===== config.mk =====
export PLATFORM = sky130hd
export DESIGN_NAME = commit_store_buffer_flat
export DESIGN_NICKNAME = d
export VERILOG_FILES = /design/src/rtl/commit_store_buffer_if.sv /design/src/rtl/commit_store_buffer.sv /design/src/flat_wrapper.sv
export SDC_FILE = /design/constraint.sdc
export NUM_CORES = 2
export LEC_CHECK = 0
export ABC_AREA = 1
export CAP_MARGIN = 5
export CORE_MARGIN = 5
export CORE_UTILIZATION = 40
export CTS_CLUSTER_SIZE = 24
export DETAILED_ROUTE_END_ITERATION = 10
export SLEW_MARGIN = 5
export SYNTH_ARGS = -nofsm -noshare
export SYNTH_HDL_FRONTEND = slang
export SYNTH_SLANG_ARGS = --single-unit

===== constraint.sdc =====
create_clock -name clk -period 7.45 [get_ports clk]
set_input_delay 1.49 -clock clk [delete_from_list [all_inputs] [get_ports clk]]
set_output_delay 1.49 -clock clk [all_outputs]
set_load 0.005 [all_outputs]

===== src/rtl/commit_store_buffer_if.sv =====
// Commit, drain and forwarding signals of the commit store buffer.
// The slave side is the buffer itself.
interface commit_store_buffer_if;
  logic [31:0] commit_value;
  logic        commit_reg_write;
  logic [31:0] commit_addr;
  logic        commit_exception;
  logic        sb_full;
  logic        sb_empty;
  logic        mem_req;
  logic [31:0] mem_addr;
  logic [31:0] mem_wdata;
  logic        mem_ack;
  logic [31:0] ld_addr;
  logic        ld_hit;
  logic [31:0] ld_data;
  logic        overflow_err;

  modport slave (
    input  commit_value, commit_reg_write,
    input  commit_addr, commit_exception,
    input  mem_ack, ld_addr,
    output sb_full, sb_empty,
    output mem_req, mem_addr, mem_wdata,
    output ld_hit, ld_data, overflow_err
  );

  modport master (
    output commit_value, commit_reg_write,
    output commit_addr, commit_exception,
    output mem_ack, ld_addr,
    input  sb_full, sb_empty,
    input  mem_req, mem_addr, mem_wdata,
    input  ld_hit, ld_data, overflow_err
  );
endinterface


===== src/rtl/commit_store_buffer.sv =====
// Post-commit store FIFO: drains retired stores to memory in order
// and forwards the youngest matching store to the load unit.
module commit_store_buffer #(
  parameter int          DEPTH     = 8,
  parameter logic [31:0] IDLE_ADDR = 32'd2048
) (
  input logic clk,
  input logic rst,
  commit_store_buffer_if.slave bus
);
  localparam int AW = $clog2(DEPTH);
  localparam logic [AW:0] FULL = (AW+1)'(DEPTH);

  typedef enum logic {IDLE, REQ} state_t;

  state_t state, state_nxt;
  logic [31:0] addr_q [DEPTH];
  logic [31:0] data_q [DEPTH];
  logic [AW-1:0] head, tail, idx;
  logic [AW:0] count, count_nxt;
  logic push_req, push, pop;

  assign push_req = (bus.commit_addr != IDLE_ADDR)
                  && !bus.commit_reg_write
                  && !bus.commit_exception;
  assign pop  = (state == REQ) && bus.mem_ack;
  // a full buffer still accepts when the head retires this cycle
  assign push = push_req && ((count != FULL) || pop);

  always_comb begin
    count_nxt = count;
    if (push && !pop)
      count_nxt = count + (AW+1)'(1);
    else if (pop && !push)
      count_nxt = count - (AW+1)'(1);
  end

  always_ff @(posedge clk) begin
    if (push) begin
      addr_q[tail] <= bus.commit_addr;
      data_q[tail] <= bus.commit_value;
    end
  end

  always_ff @(posedge clk) begin
    if (rst) begin
      head  <= '0;
      tail  <= '0;
      count <= '0;
      bus.overflow_err <= 1'b0;
    end else begin
      if (push) tail <= tail + AW'(1);
      if (pop)  head <= head + AW'(1);
      count <= count_nxt;
      if (push_req && !push)
        bus.overflow_err <= 1'b1;
    end
  end

  always_ff @(posedge clk) begin
    if (rst) state <= IDLE;
    else     state <= state_nxt;
  end

  always_comb begin
    state_nxt = state;
    unique case (state)
      IDLE: if (count != '0) state_nxt = REQ;
      REQ:  if (pop && count_nxt == '0) state_nxt = IDLE;
      default: state_nxt = IDLE;
    endcase
  end

  always_comb begin
    bus.mem_req   = (state == REQ);
    bus.mem_addr  = '0;
    bus.mem_wdata = '0;
    if (state == REQ) begin
      bus.mem_addr  = addr_q[head];
      bus.mem_wdata = data_q[head];
    end
  end

  assign bus.sb_full  = (count == FULL);
  assign bus.sb_empty = (count == '0);

  // youngest first: tail-1 back to head
  always_comb begin
    bus.ld_hit  = 1'b0;
    bus.ld_data = '0;
    idx = '0;
    for (int i = 0; i < DEPTH; i++) begin
      idx = tail - AW'(i + 1);
      if (!bus.ld_hit && ((AW+1)'(i) < count)
          && addr_q[idx] == bus.ld_addr) begin
        bus.ld_hit  = 1'b1;
        bus.ld_data = data_q[idx];
      end
    end
  end
endmodule


===== src/flat_wrapper.sv =====
// flat-port wrapper written by rule: the top's interface ports become plain ports
module commit_store_buffer_flat 
#(
  parameter int          DEPTH     = 8,
  parameter logic [31:0] IDLE_ADDR = 32'd2048
)
  (clk, rst, bus_commit_value, bus_commit_reg_write, bus_commit_addr, bus_commit_exception, bus_mem_ack, bus_ld_addr, bus_sb_full, bus_sb_empty, bus_mem_req, bus_mem_addr, bus_mem_wdata, bus_ld_hit, bus_ld_data, bus_overflow_err);
  commit_store_buffer_if bus_i ();
  input logic clk;
  input logic rst;
  input wire logic [$bits(bus_i.commit_value)-1:0] bus_commit_value;
  input wire logic [$bits(bus_i.commit_reg_write)-1:0] bus_commit_reg_write;
  input wire logic [$bits(bus_i.commit_addr)-1:0] bus_commit_addr;
  input wire logic [$bits(bus_i.commit_exception)-1:0] bus_commit_exception;
  input wire logic [$bits(bus_i.mem_ack)-1:0] bus_mem_ack;
  input wire logic [$bits(bus_i.ld_addr)-1:0] bus_ld_addr;
  output wire logic [$bits(bus_i.sb_full)-1:0] bus_sb_full;
  output wire logic [$bits(bus_i.sb_empty)-1:0] bus_sb_empty;
  output wire logic [$bits(bus_i.mem_req)-1:0] bus_mem_req;
  output wire logic [$bits(bus_i.mem_addr)-1:0] bus_mem_addr;
  output wire logic [$bits(bus_i.mem_wdata)-1:0] bus_mem_wdata;
  output wire logic [$bits(bus_i.ld_hit)-1:0] bus_ld_hit;
  output wire logic [$bits(bus_i.ld_data)-1:0] bus_ld_data;
  output wire logic [$bits(bus_i.overflow_err)-1:0] bus_overflow_err;
  assign bus_i.commit_value = bus_commit_value;
  assign bus_i.commit_reg_write = bus_commit_reg_write;
  assign bus_i.commit_addr = bus_commit_addr;
  assign bus_i.commit_exception = bus_commit_exception;
  assign bus_i.mem_ack = bus_mem_ack;
  assign bus_i.ld_addr = bus_ld_addr;
  assign bus_sb_full = bus_i.sb_full;
  assign bus_sb_empty = bus_i.sb_empty;
  assign bus_mem_req = bus_i.mem_req;
  assign bus_mem_addr = bus_i.mem_addr;
  assign bus_mem_wdata = bus_i.mem_wdata;
  assign bus_ld_hit = bus_i.ld_hit;
  assign bus_ld_data = bus_i.ld_data;
  assign bus_overflow_err = bus_i.overflow_err;
  commit_store_buffer #(.DEPTH(DEPTH), .IDLE_ADDR(IDLE_ADDR)) u_core (.clk(clk), .rst(rst), .bus(bus_i));
endmodule

==> impl_metrics.env <==
export IMPL_chipHeight_um=357
export IMPL_coreArea_mm2=0.120
export IMPL_setup_viol_count_final=0
export IMPL_synth_fp_nets=7642
export IMPL_synth_compound_area_frac=0.207
export IMPL_whs_path_depth=2
export IMPL_p_seq_frac=0.303
export IMPL_synth_cells=7531
export IMPL_critPathLaunchType="register"
export IMPL_swShare=0.425
export IMPL_synth_warning_count=0
export IMPL_p_int_mw=6.64
export IMPL_syn_avg_cell_area_um2=6.39
export IMPL_p_leak_nw=22.2
export IMPL_row_count=127
export IMPL_routabilityCongestion=1.11
export IMPL_p_total_mw=11.5
export IMPL_dp_hpwl_um=173000
export IMPL_vdd_drop_max_mv=0.208
export IMPL_final_area_mm2=0.0541
export IMPL_synth_top_cell_by_area="edfxtp_1"
export IMPL_synth_xor_area_frac=0.0117
export IMPL_place_ws_ns=0.420
export IMPL_cts_root_buf="clkbuf_16"
export IMPL_drive_above_1_share=0.0454
export IMPL_ys_flop_type="edfxtp_1"
export IMPL_setup_ws_ns=0.119
export IMPL_ant_nets=0
export IMPL_firstDrtPassIters=8
export IMPL_critPathMaxStageDelay_ns=0.81
export IMPL_synthAdderAreaFrac=0.00260
export IMPL_ioPinCount=202
export IMPL_final_cell_mix="2,050 x nand2_1, 1,255 x o21ai_0, 1,123 x nand3_1"
export IMPL_final_common_cell="nand2_1"
export IMPL_die_w_um=357
export IMPL_synth_top_family_by_area="simple AND/OR/NAND/NOR gates"
export IMPL_fmax_ghz=0.136
export IMPL_syn_to_final_growth_pct=12.3
export IMPL_timing_setup_tns_ns=0
export IMPL_tightest_slew_ns=1.25
export IMPL_nets=7518
export IMPL_reg2reg_slack_ns=3.12
export IMPL_synth_cell_area_mm2=0.0482
export IMPL_drc=0
export IMPL_synth_area_top_cells="edfxtp_1 32%, nand2_1 16%, o21ai_0 13%"
export IMPL_min_period_ns=7.33
export IMPL_placed_area_mm2=0.0517
export IMPL_dp_cells=8943
export IMPL_reg2reg_from="u_core.bus.mem_req"
export IMPL_maxCapViolations=0
export IMPL_synth_simple_gate_area_frac=0.336
export IMPL_synth_edff_count=512
export IMPL_clk_pin_slew_ns=0.05
export IMPL_routed_wl_um=245000
export IMPL_max_slew_margin=0.163
export IMPL_grt_use_total=0.370
export IMPL_clkSinkCount=530
export IMPL_grt_max_degree=262
export IMPL_yosysSeqAreaShare=0.327
export IMPL_layout_cells_non_filler=9078
export IMPL_initial_core_util=0.402
export IMPL_cts_tree="yes"
export IMPL_finalMaxSlewViolations=0
export IMPL_wl_per_cell_um=27.0
export IMPL_path_class="register to output pin"
export IMPL_synth_seq_cells=530
export IMPL_critPathBufInv=5
export IMPL_path_max_fanout=44
export IMPL_hp_class="register to register"
export IMPL_required_ns=5.96
export IMPL_cpMaxStageDelayCell="dfxtp_4"
export IMPL_p_comb_frac=0.399
export IMPL_hold_viol=0
export IMPL_arrival_ns=5.84
export IMPL_numCtsBuffers=67
export IMPL_initialDrtViolationCount=8930
export IMPL_endpoint_kind="output pin"
export IMPL_dieArea_mm2=0.127
export IMPL_grt_pass1_vias=48700
export IMPL_crit_family="buffers and inverters"
export IMPL_powerDensity_mw_per_mm2=213
export IMPL_synth_top_area_frac=0.319
export IMPL_grt_overflow_total=0
export IMPL_viasPerCell=6.17
export IMPL_rsz0062_at_grt="false"
export IMPL_skew_ns=0.0360
export IMPL_reg2reg_depth=7
export IMPL_h_tree_depth=3
export IMPL_path_cells="a21oi_1 -> o21ai_0 -> o21ai_0 -> o21ai_0 -> xor2_1 -> nor4_1 -> buf_4 -> nand2_1 -> nor2_1 -> nand3_1 -> buf_4 -> nor2_4 -> buf_4 -> buf_12 -> o21ai_1 -> nand2_1 -> clkdlybuf4s50_1"
export IMPL_power_switching_mw=4.90
export IMPL_regToRegEndpoint="u_core.addr_q[4][9]"
export IMPL_clk_latency_ns=0.71
export IMPL_antenna_found_initial=25
export IMPL_timing_final_crit_share=0.984
export IMPL_clock_power_share=0.298
export IMPL_port_buffers=201
export IMPL_grt_pass1_wl_um=347000
export IMPL_synthMuxAreaShare=0.0283
export IMPL_hold_buffers=0
export IMPL_clk_path_buf_depth=3
export IMPL_status="finished clean"
export IMPL_synth_distinct_cells=47
export IMPL_via_count=56000
export IMPL_min_from="u_core.head[2]"
export IMPL_async_reset_ff_frac=0
==> per-layer routing <==
| metal | share of wire | track usage |
|---|---|---|
| met5 | 0.00054 | 0 |
| met4 | 0.035 | 0.120 |
| met3 | 0.14 | 0.111 |
| met2 | 0.39 | 0.500 |
| met1 | 0.44 | 0.557 |
==> worst min-delay path, delay by kind of cell (launching register included) <==
family                 cells  cell delay (ns)
flip-flops                 1             0.30
AO/OA/AOI/OAI              1             0.06
buffers and inverters      1             0.04
==> timing repair <==
item / 4_1_cts / 5_1_grt
setup endpoints to repair: 0 / 24
resized for setup: 0 / 5
buffers inserted: 0 / 6
==> how the worst max path moves through the flow <==
| stage | start | end | slack [ns] | cells after the start |
|---|---|---|---|---|
| finish | register | bus_ld_data[0] | 0.12 | 17 |
| global route | u_core.tail[0] | bus_ld_data[13] | 0.06 | 19 |
| CTS | u_core.tail[1] | bus_ld_data[0] | 0.08 | 24 |
| detailed placement | bus_ld_addr[31] | bus_ld_data[0] | 0.42 | 16 |
| global placement | bus_ld_addr[0] | bus_ld_data[13] | 0.35 | 18 |
| floorplan | u_core.tail[1] | bus_ld_data[26] | 1.23 | 30 |
==> logic make-up after synthesis <==
kind of cell	Yosys count
xor gates and xnor gates	62
DFF	530
buffers and inverters	1038
and+or+nand+nor	3846
AOI/OAI and AO/OA	1909
adders and majority gates	10
muxes	136
==> power by group through the flow <==
stage | combinational [mW] | sequential (mW) | clock, mW
after floorplan | 2.65 | 3.43 | 0
after global placement | 4.39 | 3.55 | 0
after detailed placement | 4.39 | 3.55 | 0
after CTS | 4.41 | 3.49 | 3.48
after global routing | 4.89 | 3.50 | 3.59
final | 4.60 | 3.50 | 3.44
==> cell usage after synthesis, types with 3 or more instances <==
| cell | count |
|---|---|
| mux2i_1 | 136 |
| nor2_1 | 537 |
| ha_1 | 10 |
| nor2_2 | 4 |
| nor3b_1 | 4 |
| o22ai_1 | 12 |
| nor3_1 | 42 |
| nand2_1 | 2052 |
| a21oi_1 | 374 |
| a211oi_1 | 41 |
| o211ai_1 | 72 |
| nand3_2 | 3 |
| nand4_1 | 38 |
| o21a_1 | 7 |
| o21ai_0 | 1255 |
| a31oi_1 | 68 |
| clkbuf_1 | 337 |
| o221ai_1 | 4 |
| o2111ai_1 | 3 |
| nand3_1 | 1123 |
| nor4_1 | 6 |
| or2_2 | 4 |
| edfxtp_1 | 512 |
| buf_6 | 3 |
| buf_1 | 72 |
| nand3b_1 | 19 |
| dfxtp_1 | 18 |
| buf_2 | 138 |
| o21ai_1 | 70 |
| or2_1 | 4 |
| xor2_1 | 61 |
| inv_1 | 439 |
| buf_4 | 27 |
| clkinv_1 | 10 |
| inv_2 | 11 |
==> registers in the layout, summed over array words and instances (netlist names), named ones only <==
name / flops
u_core.addr_q: 256
u_core.data_q: 256
u_core.count: 4
u_core.head: 3
u_core.tail: 3
u_core.bus.mem_req: 1
u_core.bus.overflow_err: 1
==> stage by stage <==
stage	hold slack [ns]	utilization
global placement	0.444	0.432
floorplan	0.433	-
finish	0.459	0.452
CTS	0.462	0.451
detailed placement	0.453	0.432
global route	0.481	0.451
==> final cells by class <==
cell class	count	area, um2
clock buffer	82	1780
clock inverter	39	480
multi-input combinational	5963	28300
antenna	7	17.5
fill	12400	65700
tap	1612	2020
sequential	530	15800
inverter	460	1790
timing repair buffer	385	3920
(Power assumes the default switching activity.)
